==> config.mk <==
export PLATFORM = sky130hd
export DESIGN_NAME = eprisc_rom_arbiter
export DESIGN_NICKNAME = d
export VERILOG_FILES = /design/src/rtl/eprisc_mem_pkg.sv /design/src/rtl/eprisc_rr_pick2.sv /design/src/rtl/eprisc_rom_arbiter.sv
export SDC_FILE = /design/constraint.sdc
export NUM_CORES = 1
export LEC_CHECK = 0
export CORE_MARGIN = 4
export CORE_UTILIZATION = 34
export CTS_BUF_LIST = sky130_fd_sc_hd__clkbuf_4
export DETAILED_ROUTE_END_ITERATION = 8
export GPL_TIMING_DRIVEN = 0
export PLACE_DENSITY = 0.89
export REMOVE_ABC_BUFFERS = 1
export SYNTH_ARGS = -nofsm -noshare
export SYNTH_HDL_FRONTEND = slang
export SYNTH_SLANG_ARGS = --single-unit
==> constraint.sdc <==
create_clock -name iClk -period 3.4 [get_ports iClk]
set_clock_uncertainty 0.1 [all_clocks]
set_input_delay 0.68 -clock iClk [delete_from_list [all_inputs] [get_ports iClk]]
set_output_delay 0.68 -clock iClk [all_outputs]
set_load 0.05 [all_outputs]
==> src/rtl/eprisc_mem_pkg.sv <==
`default_nettype none
// ============================================================================
// eprisc_mem_pkg : shared boot-ROM geometry, port ids and arbiter state type
// Revision      : 1.0
// ============================================================================
package eprisc_mem_pkg;

    localparam int ROM_ADDR_W = 12;
    localparam int ROM_DATA_W = 32;

    localparam logic PORT_FETCH = 1'b0;
    localparam logic PORT_LOAD  = 1'b1;

    // Encodes which port owns the read currently in flight
    typedef enum logic [1:0] {
        ARB_IDLE   = 2'd0,
        ARB_FETCH  = 2'd1,
        ARB_LOAD   = 2'd2,
        ARB_LOCKED = 2'd3
    } arbState_t;

endpackage
`default_nettype wire

==> src/rtl/eprisc_rr_pick2.sv <==
`default_nettype none
// ============================================================================
// eprisc_rr_pick2 : combinational two-way round-robin picker with lock override
// Revision        : 1.0
// ============================================================================
module eprisc_rr_pick2
    import eprisc_mem_pkg::*;
(
    input  logic iFetchReq,
    input  logic iLoadReq,
    input  logic iLastGnt,
    input  logic iLockHold,
    input  logic iForceFetch,
    output logic oFetchGnt,
    output logic oLoadGnt
);

    always_comb begin
        oFetchGnt = 1'b0;
        oLoadGnt  = 1'b0;
        if (iFetchReq && iLoadReq) begin
            // Starvation bound beats the burst lock, which beats round-robin
            if (iForceFetch) begin
                oFetchGnt = 1'b1;
            end else if (iLockHold) begin
                oLoadGnt = 1'b1;
            end else if (iLastGnt == PORT_LOAD) begin
                oFetchGnt = 1'b1;
            end else begin
                oLoadGnt = 1'b1;
            end
        end else begin
            oFetchGnt = iFetchReq;
            oLoadGnt  = iLoadReq;
        end
    end

endmodule
`default_nettype wire

==> src/rtl/eprisc_rom_arbiter.sv <==
`default_nettype none
// ============================================================================
// eprisc_rom_arbiter : shares the single-ported boot ROM between fetch and load
// Revision           : 1.0
// ============================================================================
module eprisc_rom_arbiter
    import eprisc_mem_pkg::*;
#(
    parameter int pAddrW   = ROM_ADDR_W,
    parameter int pDataW   = ROM_DATA_W,
    parameter int pLockMax = 16
) (
    input  logic              iClk,
    input  logic              iRst,
    input  logic              iFetchReq,
    input  logic [pAddrW-1:0] iFetchAddr,
    output logic              oFetchGnt,
    output logic              oFetchValid,
    output logic [pDataW-1:0] oFetchData,
    input  logic              iLoadReq,
    input  logic [pAddrW-1:0] iLoadAddr,
    input  logic              iLoadLock,
    output logic              oLoadGnt,
    output logic              oLoadValid,
    output logic [pDataW-1:0] oLoadData,
    output logic [pAddrW-1:0] oRomAddr,
    output logic              oRomEnable,
    input  logic [pDataW-1:0] iRomData
);

    localparam int cCntW = $clog2(pLockMax + 1);

    arbState_t         rState;
    arbState_t         wStateNext;
    logic              rLastGnt;
    logic [cCntW-1:0]  rLockCnt;
    logic [pAddrW-1:0] rLastAddr;

    logic wFetchReq;
    logic wLoadReq;
    logic wFetchGnt;
    logic wLoadGnt;
    logic wLockHold;
    logic wForceFetch;
    logic wFetchOwn;
    logic wLoadOwn;

    // No grant may be issued while reset is asserted
    assign wFetchReq   = iFetchReq & ~iRst;
    assign wLoadReq    = iLoadReq  & ~iRst;
    assign wLockHold   = ((rState == ARB_LOAD) || (rState == ARB_LOCKED)) & iLoadLock;
    assign wForceFetch = (rLockCnt == cCntW'(pLockMax));

    eprisc_rr_pick2 uPick (
        .iFetchReq   (wFetchReq),
        .iLoadReq    (wLoadReq),
        .iLastGnt    (rLastGnt),
        .iLockHold   (wLockHold),
        .iForceFetch (wForceFetch),
        .oFetchGnt   (wFetchGnt),
        .oLoadGnt    (wLoadGnt)
    );

    always_ff @(posedge iClk) begin
        if (iRst) begin
            rState    <= ARB_IDLE;
            rLastGnt  <= PORT_LOAD;
            rLockCnt  <= '0;
            rLastAddr <= '0;
        end else begin
            rState <= wStateNext;
            if (wFetchGnt) begin
                rLastGnt  <= PORT_FETCH;
                rLastAddr <= iFetchAddr;
            end else if (wLoadGnt) begin
                rLastGnt  <= PORT_LOAD;
                rLastAddr <= iLoadAddr;
            end
            if (wFetchGnt || !iLoadLock) begin
                rLockCnt <= '0;
            end else if (wLoadGnt && iFetchReq) begin
                rLockCnt <= rLockCnt + cCntW'(1);
            end
        end
    end

    always_comb begin
        wStateNext = ARB_IDLE;
        if (wFetchGnt) begin
            wStateNext = ARB_FETCH;
        end else if (wLoadGnt) begin
            wStateNext = iLoadLock ? ARB_LOCKED : ARB_LOAD;
        end

        // A read still in flight when reset arrives is dropped, not delivered
        wFetchOwn = (rState == ARB_FETCH) & ~iRst;
        wLoadOwn  = ((rState == ARB_LOAD) || (rState == ARB_LOCKED)) & ~iRst;

        oFetchGnt   = wFetchGnt;
        oLoadGnt    = wLoadGnt;
        oFetchValid = wFetchOwn;
        oLoadValid  = wLoadOwn;
        oRomEnable  = wFetchOwn | wLoadOwn;
        oFetchData  = wFetchOwn ? iRomData : '0;
        oLoadData   = wLoadOwn  ? iRomData : '0;

        oRomAddr = rLastAddr;
        if (iRst) begin
            oRomAddr = '0;
        end else if (wFetchGnt) begin
            oRomAddr = iFetchAddr;
        end else if (wLoadGnt) begin
            oRomAddr = iLoadAddr;
        end
    end

endmodule
`default_nettype wire

; Yosys cells after proc, flatten, opt, wreduce, memory -nomap -nowiden
; Index checks and enable logic that the tools add are counted.
[classes]
add_sub_neg = 1
bitwise = 8
mux = 18
eq_ne = 4
n_reduce_logical = 8
[ops]
columns = cell, n
row1 = 32-bit two-way mux, 2
row2 = 12-bit two-way mux, 3
row3 = 1-bit two-way mux, 13
row4 = "5-bit by 1-bit adder with 5-bit output, second input constant", 1
row5 = 1-bit bitwise AND, 5
row6 = "5-bit == test, second input constant", 1
row7 = "2-bit == test, second input constant", 2
row8 = 3-bit OR reduction, 1
row9 = "2-bit by 1-bit == test with 1-bit output, second input constant", 1
row10 = 1-bit logical AND, 2
row11 = 1-bit logical OR, 2
row12 = 1-bit inverter, 2
row13 = 2-bit nonzero test, 1
row14 = 2-bit OR reduction, 1
row15 = 1-bit zero test, 1
row16 = 1-bit OR, 1
[word_totals]
register_bits = 20
wordCells = 44
output_inout_bits = 81
inputBits = 61

; Depth between registers and ports, before layout
; Gate-level depths: netlist of run 1.
[depth]
depth_word = 9
depth_mapped = 6
depth_no_buf = 5

; Modules after synthesis
; A second synthesis of run 1 with hierarchy kept.
[hier_totals]
cells_unflattened = 173
hier_area_um2 = 1478.9
[modules_own_cells]
columns = mod, area_each_um2, seq_area_each_um2, n_inst, cells_per_inst
row1 = eprisc_rom_arbiter, 1441.4, 400.4, 1, 168
row2 = eprisc_rr_pick2, 37.5, 0.0, 1, 5

; Worst setup path after synthesis of run 1
; No wires, ideal clock.
[synth_timing]
kind = in2out
start = input port iFetchReq
end = output port oLoadGnt
path_slack_ns = 0.428
required_time_ns = 2.620
n_path_buf = 1
path_stages = 4
arrival_ns = 2.192
cell_sequence = clkinv_1 clkbuf_1 a21oi_1 nor3_1
[synth_via]
elab_chain_cells = 3
[synth_lines]
columns = element, line
row1 = "start, declared", eprisc_rom_arbiter.sv:15  ; input logic iFetchReq,
row2 = 1-bit bitwise AND, eprisc_rom_arbiter.sv:49  ; assign wFetchReq = iFetchReq & ~iRst;
row3 = 1-bit logical AND, eprisc_rr_pick2.sv:21  ; if (iFetchReq && iLoadReq) begin
row4 = 1-bit two-way mux, eprisc_rr_pick2.sv:21
row5 = "end, declared", eprisc_rom_arbiter.sv:23  ; output logic oLoadGnt,
; No other way between the ends.

; Worst setup path after layout of run 1
[layout_timing]
start = input port iRst
end = output port oFetchData[22]
[layout_via]
elab_chain_cells = 3
[layout_lines]
columns = element, line
row1 = "start, declared", eprisc_rom_arbiter.sv:14  ; input logic iRst,
row2 = 1-bit inverter, eprisc_rom_arbiter.sv:96  ; wFetchOwn = (rState == ARB_FETCH) & ~iRst;
row3 = 1-bit bitwise AND, eprisc_rom_arbiter.sv:96
row4 = 32-bit two-way mux, eprisc_rom_arbiter.sv:104  ; oFetchData = wFetchOwn ? iRomData : '0;
row5 = "end, declared", eprisc_rom_arbiter.sv:19  ; output logic [pDataW-1:0] oFetchData,
; No other way between the ends.

==> flow_metrics.py, run 1 <==
metrics = {
    "worst_hold_path": {
        "worstHoldPathCells": 2,
        "min_from": "rLockCnt[1]$_SDFFE_PP0P_",
        "holdPathEnd": "rLockCnt[1]$_SDFFE_PP0P_",
        "hp-class": "register to register",
    },
    "critical_path": {
        "regToRegEndpoint": "rLastAddr[3]$_DFF_P_",
        "cp_data_required_time_ns": 2.62,
        "crit_slowest_cell": "sky130_fd_sc_hd__clkdlybuf4s50_1",
        "worst-setup-path-type": "primary input to output port",
        "worst_r2r_startpoint": "rLockCnt[0]$_SDFFE_PP0P_",
        "path_cells": "clkdlybuf4s15_2 -> nor3b_4 -> buf_6 -> and2_1 -> clkdlybuf4s50_1",
        "timing.critical_path.to_type": "output port",
        "arrival_time_of_the_worst_setup_path_ns": 2.56,
        "critical_path.top_delay_family": "buffers and inverters",
        "reg2reg_depth": 5,
        "path_max_fanout": 23,
        "timing.critical_path.from_type": "primary input",
        "setup.reg_to_reg.worst_slack_ns": 1.63,
        "worstPathBufferInverterCount": 3,
        "cp.depth": 5,
        "critical_path.max_stage_delay_ns": 0.79,
    },
    "synthesis": {
        "synthCells": 182,
        "synthDominantCellAreaShare_pct": 26.6,
        "syn-mean-instance-area_um2": 8.26,
        "cell_type_contributing_the_most_total_cell_area_after_synthesis": "sky130_fd_sc_hd__and2_1",
        "postSynthRegisterBits": 20,
        "synth-xor-area-share_pct": 0,
        "yosys_warnings": 0,
        "ys_top_cells_by_count": "sky130_fd_sc_hd__and2_1, sky130_fd_sc_hd__dfxtp_1, sky130_fd_sc_hd__a21oi_1, sky130_fd_sc_hd__mux2i_1, sky130_fd_sc_hd__o221a_2",
        "synth-compound-area-share_pct": 20.7,
        "ys_types": 32,
        "synth-main-ff-cell": "sky130_fd_sc_hd__dfxtp_1",
        "synth_simple_gate_area_share_pct": 38.2,
        "synth_adder_area_share_pct": 1.67,
        "main_combinational_cell_family_by_area_after_synthesis": "simple AND/OR/NAND/NOR gates",
        "synth-edff-count": 0,
        "post_synth_main_area_contributors": "sky130_fd_sc_hd__and2_1, sky130_fd_sc_hd__dfxtp_1, sky130_fd_sc_hd__o221a_2",
        "post_synth_mux_area_share_pct": 7.99,
        "post-synth-top-count-cell": "sky130_fd_sc_hd__and2_1",
        "mappedNetlistArea_mm2": 0.00150,
        "postSynth.asyncResetShare_pct": 0,
        "synth-seq-area-share_pct": 26.6,
    },
    "place": {
        "place.detailed.instances": 361,
        "portBuffers": 141,
        "dp_hpwl_mm": 4.82,
        "gpl.final_weighted_congestion": 0.884,
        "post_place_setup_slack_ns": -1.29,
    },
    "detailed_routing": {
        "postRouteAntennaNets": 0,
        "route.detailed.wl_per_inst_um": 17.0,
        "remaining_drc_errors": 0,
        "total_wirelength_of_the_detailed_routed_design_mm": 6.25,
        "drt-vias-per-instance": 5.00,
        "drt-pass1-iter-count": 4,
        "route.vias.total": 1839,
        "number_of_drc_violations_after_detailed_routing_iteration_0": 65,
    },
    "timing": {
        "timing.final.ws_setup_ns": 0.0572,
        "finalWorstPathRequiredPeriod_ns": 3.34,
        "timing.fmax_mhz": 299,
        "report.final.hold_viol_count": 0,
        "final-max-slew-violation-count": 0,
        "post-route-period-util_pct": 98.3,
        "setup_violations": 0,
        "fin_worst_hold_slack_ns": 0.396,
        "worst_slew_pin_slew_ns": 0.584,
        "timing.slew.headroom_pct": 61.1,
    },
    "die": {
        "core_area_mm2": 0.00414,
        "floorplan.die_area_mm2": 0.00555,
        "io-pin-count": 142,
        "fp.dieW_um": 74.5,
        "die_extent_in_y_um": 74.5,
        "initial_utilization_pct": 36.3,
        "rows": 23,
    },
    "finish": {
        "utilization_pct": 73.2,
        "post_layout_nonfiller_instances": 368,
        "fillers": 342,
        "antennaDiodeCount": 0,
        "nNetsFinal": 382,
        "ff_latch_area_um2": 400,
        "synthesis_to_finish_area_growth_pct": 102,
        "multiInputGateArea_mm2": 0.00107,
        "post_route_cells_drive_above_1_share_pct": 13.2,
    },
    "grt": {
        "grt_max_degree": 24,
        "grt.total_usage_pct": 20.8,
        "first_global_vias": 1761,
        "grt-ovfl-total": 0,
        "grt_pass1_wl_mm": 8.94,
        "antenna_found_initial": 0,
    },
    "clocking": {
        "clock_tree_from_tritoncts": "done",
        "worstSkewPairLatency_ns": 0.30,
        "clockBufferDepth": 2,
        "clkSinkCount": 20,
        "worst_setup_hold_path_clk_slew_ns": 0.11,
        "cts_buffers": 3,
        "clockRootBuffer": "sky130_fd_sc_hd__clkbuf_4",
        "cts_htree_levels": 1,
    },
    "pwr": {
        "power_density_mw_per_mm2": 243,
        "leakage_uw": 0.00155,
        "total_power_uw": 738,
        "max_ir_drop_vdd_mv": 0.189,
    },
    "run_status": {
        "status": "completed",
    },
    "flow_run": {
        "max_cap_viol_count": 0,
    },
}
repair_timing:
| action | in CTS | in global routing |
|---|---|---|
| hold buffers | 0 | 0 |
| endpoints found under the setup margin | 80 | 29 |
| endpoints found under the hold margin | 0 | 0 |
| setup buffers | 2 | 0 |
| gates cloned | 1 | 0 |
| pin swaps | 2 | 0 |
| resized for setup | 47 | 29 |
through the flow:
step	instance area [um2]	setup TNS, ns
final	3040	0
after global routing	3040	-0.0107
after CTS	3020	0
after detailed placement	2940	-70.66
after global placement	2920	-138.43
after floorplan	1450	-28.80
worst register-to-register path, stage by stage, from the launching register on:
cell	delay, ns
sky130_fd_sc_hd__dfxtp_1	0.41
sky130_fd_sc_hd__inv_1	0.06
sky130_fd_sc_hd__ha_1	0.20
sky130_fd_sc_hd__nand4bb_1	0.21
sky130_fd_sc_hd__nand3_2	0.29
sky130_fd_sc_hd__o221a_2	0.39
cells in the final DEF, fill, tap and decap left out, types with 2 or more instances in the layout:
cell,synthesis,layout
sky130_fd_sc_hd__clkdlybuf4s15_2,0,5
sky130_fd_sc_hd__dlygate4sd2_1,0,5
sky130_fd_sc_hd__o221a_2,12,12
sky130_fd_sc_hd__o31ai_1,3,3
sky130_fd_sc_hd__inv_1,3,3
sky130_fd_sc_hd__nor2b_4,0,2
sky130_fd_sc_hd__clkbuf_4,0,3
sky130_fd_sc_hd__nor2_1,4,4
sky130_fd_sc_hd__mux2i_1,12,12
sky130_fd_sc_hd__nor3_1,2,2
sky130_fd_sc_hd__dfxtp_1,20,20
sky130_fd_sc_hd__a31oi_1,2,2
sky130_fd_sc_hd__clkdlybuf4s50_1,0,101
sky130_fd_sc_hd__clkbuf_2,0,8
sky130_fd_sc_hd__and2_1,64,64
sky130_fd_sc_hd__nand4_1,2,2
sky130_fd_sc_hd__a211oi_1,2,2
sky130_fd_sc_hd__or4_1,3,3
sky130_fd_sc_hd__a21oi_1,16,16
sky130_fd_sc_hd__ha_1,2,2
sky130_fd_sc_hd__dlymetal6s2s_1,0,21
sky130_fd_sc_hd__nand2_1,7,7
registers in the layout, indices dropped and copies added, names as in the netlist:
name and flops:
rLastAddr 12, rState 2, rLastGnt 1, rLockCnt 5
how the worst max path moves through the flow:
stage          startpoint              to
4_1_cts         iFetchReq     oRomAddr[8]
2_1_floorplan        iRst   oFetchData[0]
3_3_place_gp         iRst   oFetchData[2]
5_1_grt              iRst   oLoadData[25]
3_5_place_dp     iLoadReq     oRomAddr[5]
6_report             iRst  oFetchData[22]
layout make-up:
type	count	share of cell area (%)
Clock inverter	1	0.124
Tap cell	50	2.06
Clock buffer	3	0.742
Inverter	4	0.536
Sequential cell	20	13.2
Timing Repair Buffer	144	48.0
Multi-Input combinational cell	146	35.3
power breakdown:
part	internal (uW)	switching, uW	leakage (uW)	total [uW]
clock network	42.8	72.5	0.0000154	115
logic	153	214	0.00137	367
registers	249	6.16	0.000165	255
total	445	293	0.00155	738
logic make-up (layout without fill, tap and decap cells):
logic type,count (synthesis),in the layout
adders and majority gates,2,2
buffers and inverters,17,152
DFF,20,20
and+or+nand+nor,92,93
AOI/OAI and AO/OA,39,39
muxes,12,12
routing by layer:
layer	GRT usage [%]	vias up	share of wire [%]
li1	-	916	-
met1	23.6	825	38
met2	37.5	90	50
met3	6.22	8	11
met4	5.93	0	1.6
met5	0	-	0
(Power assumes the default switching activity.)
==> run 2: changes to the inputs <==
- ABC_AREA: default -> 1
- CORE_MARGIN: 4 -> 2
- PLACE_DENSITY: 0.89 -> 0.88
==> run 2 against run 1 <==
Global-route usage rose by 1.2 points. Critical endpoint is now oLoadData[1]. Final cell count increased by 25%. Maximum frequency rose by 1.3%. Area after synthesis increased by 2.2%. Combinational power increased by 1%.
==> flow_metrics.py, run 2 <==
metrics = {
    "run_status": {
        "status": "completed",
    },
    "synthesis": {
        "synthCells": 272,
        "ys_top_cells_by_count": "sky130_fd_sc_hd__nor2_1, sky130_fd_sc_hd__inv_1, sky130_fd_sc_hd__dfxtp_1, sky130_fd_sc_hd__nand2_1, sky130_fd_sc_hd__a21oi_1",
        "synth-compound-area-share_pct": 16.1,
        "synthDominantCellAreaShare_pct": 26.1,
        "post-synth-top-count-cell": "sky130_fd_sc_hd__nor2_1",
        "cell_type_contributing_the_most_total_cell_area_after_synthesis": "sky130_fd_sc_hd__dfxtp_1",
        "postSynthRegisterBits": 20,
        "main_combinational_cell_family_by_area_after_synthesis": "simple AND/OR/NAND/NOR gates",
        "synth-seq-area-share_pct": 26.1,
        "syn-mean-instance-area_um2": 5.65,
        "post_synth_mux_area_share_pct": 0,
        "synth-xor-area-share_pct": 1.14,
        "ys_types": 20,
        "synth_simple_gate_area_share_pct": 32.0,
        "synth-main-ff-cell": "sky130_fd_sc_hd__dfxtp_1",
        "synth-edff-count": 0,
        "yosys_warnings": 0,
        "synth_adder_area_share_pct": 1.63,
        "mappedNetlistArea_mm2": 0.00154,
        "postSynth.asyncResetShare_pct": 0,
        "post_synth_main_area_contributors": "sky130_fd_sc_hd__dfxtp_1, sky130_fd_sc_hd__nor2_1, sky130_fd_sc_hd__inv_1",
    },
    "pwr": {
        "leakage_uw": 0.00169,
        "power_frac_comb_pct": 49.9,
        "p_seq_share_pct": 34.2,
        "power_density_mw_per_mm2": 258,
        "swShare_pct": 43.3,
        "power_frac_clock_pct": 15.9,
        "power.net_switching_uw": 323,
        "internal-power_uw": 422,
        "max_ir_drop_vdd_mv": 0.241,
    },
    "die": {
        "core_area_mm2": 0.00435,
        "fp.dieW_um": 71.2,
        "die_extent_in_y_um": 71.2,
        "initial_utilization_pct": 35.3,
        "rows": 24,
        "io-pin-count": 142,
        "floorplan.die_area_mm2": 0.00507,
    },
    "finish": {
        "fillers": 418,
        "layout.cells.most_common_list": "sky130_fd_sc_hd__nor2_1, sky130_fd_sc_hd__inv_1, sky130_fd_sc_hd__dlygate4sd2_1",
        "final_common_cell": "sky130_fd_sc_hd__nor2_1",
        "top_regs": "rLastAddr: 12 flops, rLockCnt: 5 flops, rState: 2 flops",
        "antennaDiodeCount": 0,
        "post_layout_nonfiller_instances": 461,
        "largest_register": "rLastAddr",
        "largest_reg_flops": 12,
        "nNetsFinal": 473,
        "synthesis_to_finish_area_growth_pct": 87.7,
        "post_route_cells_drive_above_1_share_pct": 8.31,
    },
    "grt": {
        "grt.total_usage_pct": 22.0,
        "grt_max_degree": 35,
        "grt-ovfl-total": 0,
        "antenna_found_initial": 0,
        "first_global_vias": 1992,
        "grt_pass1_wl_mm": 9.05,
    },
    "timing": {
        "final-max-slew-violation-count": 0,
        "setup_violations": 0,
        "timing.fmax_mhz": 303,
        "post-route-period-util_pct": 97.1,
        "fin_worst_hold_slack_ns": 0.405,
        "worst_slew_pin_slew_ns": 0.553,
        "timing.slew.headroom_pct": 63.3,
        "finalWorstPathRequiredPeriod_ns": 3.30,
        "report.final.hold_viol_count": 0,
        "grt_setup_unrepaired": "no",
    },
    "critical_path": {
        "setup.reg_to_reg.worst_slack_ns": 1.64,
        "timing.critical_path.from_type": "primary input",
        "timing.critical_path.to_type": "output port",
        "worst-setup-path-type": "primary input to output port",
        "worst_r2r_startpoint": "rLockCnt[0]$_SDFFE_PP0P_",
        "reg2reg_depth": 9,
        "regToRegEndpoint": "rLockCnt[0]$_SDFFE_PP0P_",
        "path_max_fanout": 17,
        "cp_data_required_time_ns": 2.62,
        "arrival_time_of_the_worst_setup_path_ns": 2.52,
    },
    "clocking": {
        "clkSinkCount": 20,
        "cts_htree_levels": 1,
        "worstSkewPairLatency_ns": 0.30,
        "worst_setup_hold_path_clk_slew_ns": 0.11,
        "clock_tree_from_tritoncts": "done",
        "clockBufferDepth": 2,
        "clockRootBuffer": "sky130_fd_sc_hd__clkbuf_4",
        "cts_buffers": 3,
    },
    "place": {
        "place.detailed.instances": 452,
        "dp_hpwl_mm": 4.30,
        "gpl.final_weighted_congestion": 0.824,
        "portBuffers": 141,
    },
    "detailed_routing": {
        "number_of_drc_violations_after_detailed_routing_iteration_0": 82,
        "remaining_drc_errors": 0,
        "route.vias.total": 2085,
        "total_wirelength_of_the_detailed_routed_design_mm": 5.61,
        "drt-vias-per-instance": 4.52,
        "postRouteAntennaNets": 0,
        "drt-pass1-iter-count": 4,
        "route.detailed.wl_per_inst_um": 12.2,
    },
    "worst_hold_path": {
        "min_from": "rLastGnt$_SDFFE_PP1P_",
        "holdPathEnd": "rLastGnt$_SDFFE_PP1P_",
        "hp-class": "register to register",
        "worstHoldPathCells": 2,
    },
    "flow_run": {
        "max_cap_viol_count": 0,
    },
}
-- run 2: changes by cell type in the layout (fill, tap and decap cells not counted), sizes merged, moves of 7 or more --
cell | before | now
and2 | 64 | 0
buf | 4 | 11
clkdlybuf4s50 | 101 | 61
dlygate4sd2 | 5 | 64
dlymetal6s2s | 21 | 0
inv | 3 | 69
mux2i | 12 | 0
nand2 | 7 | 23
nor2 | 4 | 92
o211ai | 0 | 13
o21ai | 0 | 13
o221a | 12 | 0
-- run 2: worst max path at each step --
stage	from	to
after floorplan	iRst	oLoadData[0]
after global placement	iRst	oFetchData[3]
after detailed placement	iRst	oFetchData[2]
after CTS	iRst	oRomAddr[11]
after global routing	iRst	oRomAddr[9]
final	iRst	oLoadData[1]
-- run 2: kinds of logic after synthesis --
logic type / Yosys count
AO/OA/AOI/OAI: 43
XOR/XNOR: 2
adder cells (fa/ha/maj): 2
buffers and inverters: 84
flip-flops: 20
AND/OR/NAND/NOR: 121
-- run 2: power groups by stage --
stage                     Clock, uW  Combinational (uW)  Sequential (uW)
after detailed placement          0                 392              260
after floorplan                   0                 228              259
after CTS                       122                 380              255
after global routing            135                 398              256
final                           118                 371              255
after global placement            0                 389              259
-- run 2: cell type report --
cell class              instances  area, um2  share of cell area (%)
flip-flops and latches         20        400                    13.9
repair buffers                144       1290                    44.9
clock inverters                 1       3.75                   0.130
repair inverters                2       15.0                   0.521
multi-input cells             168        807                    28.0
clock buffers                   3       22.5                   0.781
well taps                      52       65.1                    2.26
inverters                      71        277                    9.59
-- run 2: worst max-delay path: stages --
cell	delay, ns
sky130_fd_sc_hd__clkdlybuf4s50_1	0.49
sky130_fd_sc_hd__nor2_2	0.33
sky130_fd_sc_hd__clkinvlp_4	0.14
sky130_fd_sc_hd__buf_4	0.20
sky130_fd_sc_hd__nor2_1	0.10
sky130_fd_sc_hd__dlygate4sd2_1	0.58
-- run 2: layer usage --
layer	GRT usage [%]	vias up	part of all wire (%)
li1	-	1077	-
met1	24.3	904	38
met2	41.4	93	51
met3	4.64	11	8.5
met4	7.34	0	2.6
met5	0	-	0
-- run 2: per-stage QoR --
stage | utilization (%) | total power [uW] | cell area [um2] | TNS (ns) | worst slack [ns]
floorplan | - | 486 | 1450 | -4.26 | -0.133
global placement | 67.2 | 648 | 2930 | -42.17 | -0.823
detailed placement | 67.2 | 652 | 2930 | -43.27 | -0.855
CTS | 67.8 | 756 | 2950 | -0.000469 | -0.000469
global route | 66.2 | 790 | 2880 | 0 | 0.00199
finish | 66.2 | 744 | 2880 | 0 | 0.100
-- run 2: timing repair --
| item | in CTS | in global routing |
|---|---|---|
| endpoints found under the setup margin | 80 | 16 |
| pin swaps | 0 | 0 |
| gates resized for setup | 115 | 34 |
| cloned | 2 | 0 |
| hold buffers | 0 | 0 |
| buffers inserted | 3 | 0 |
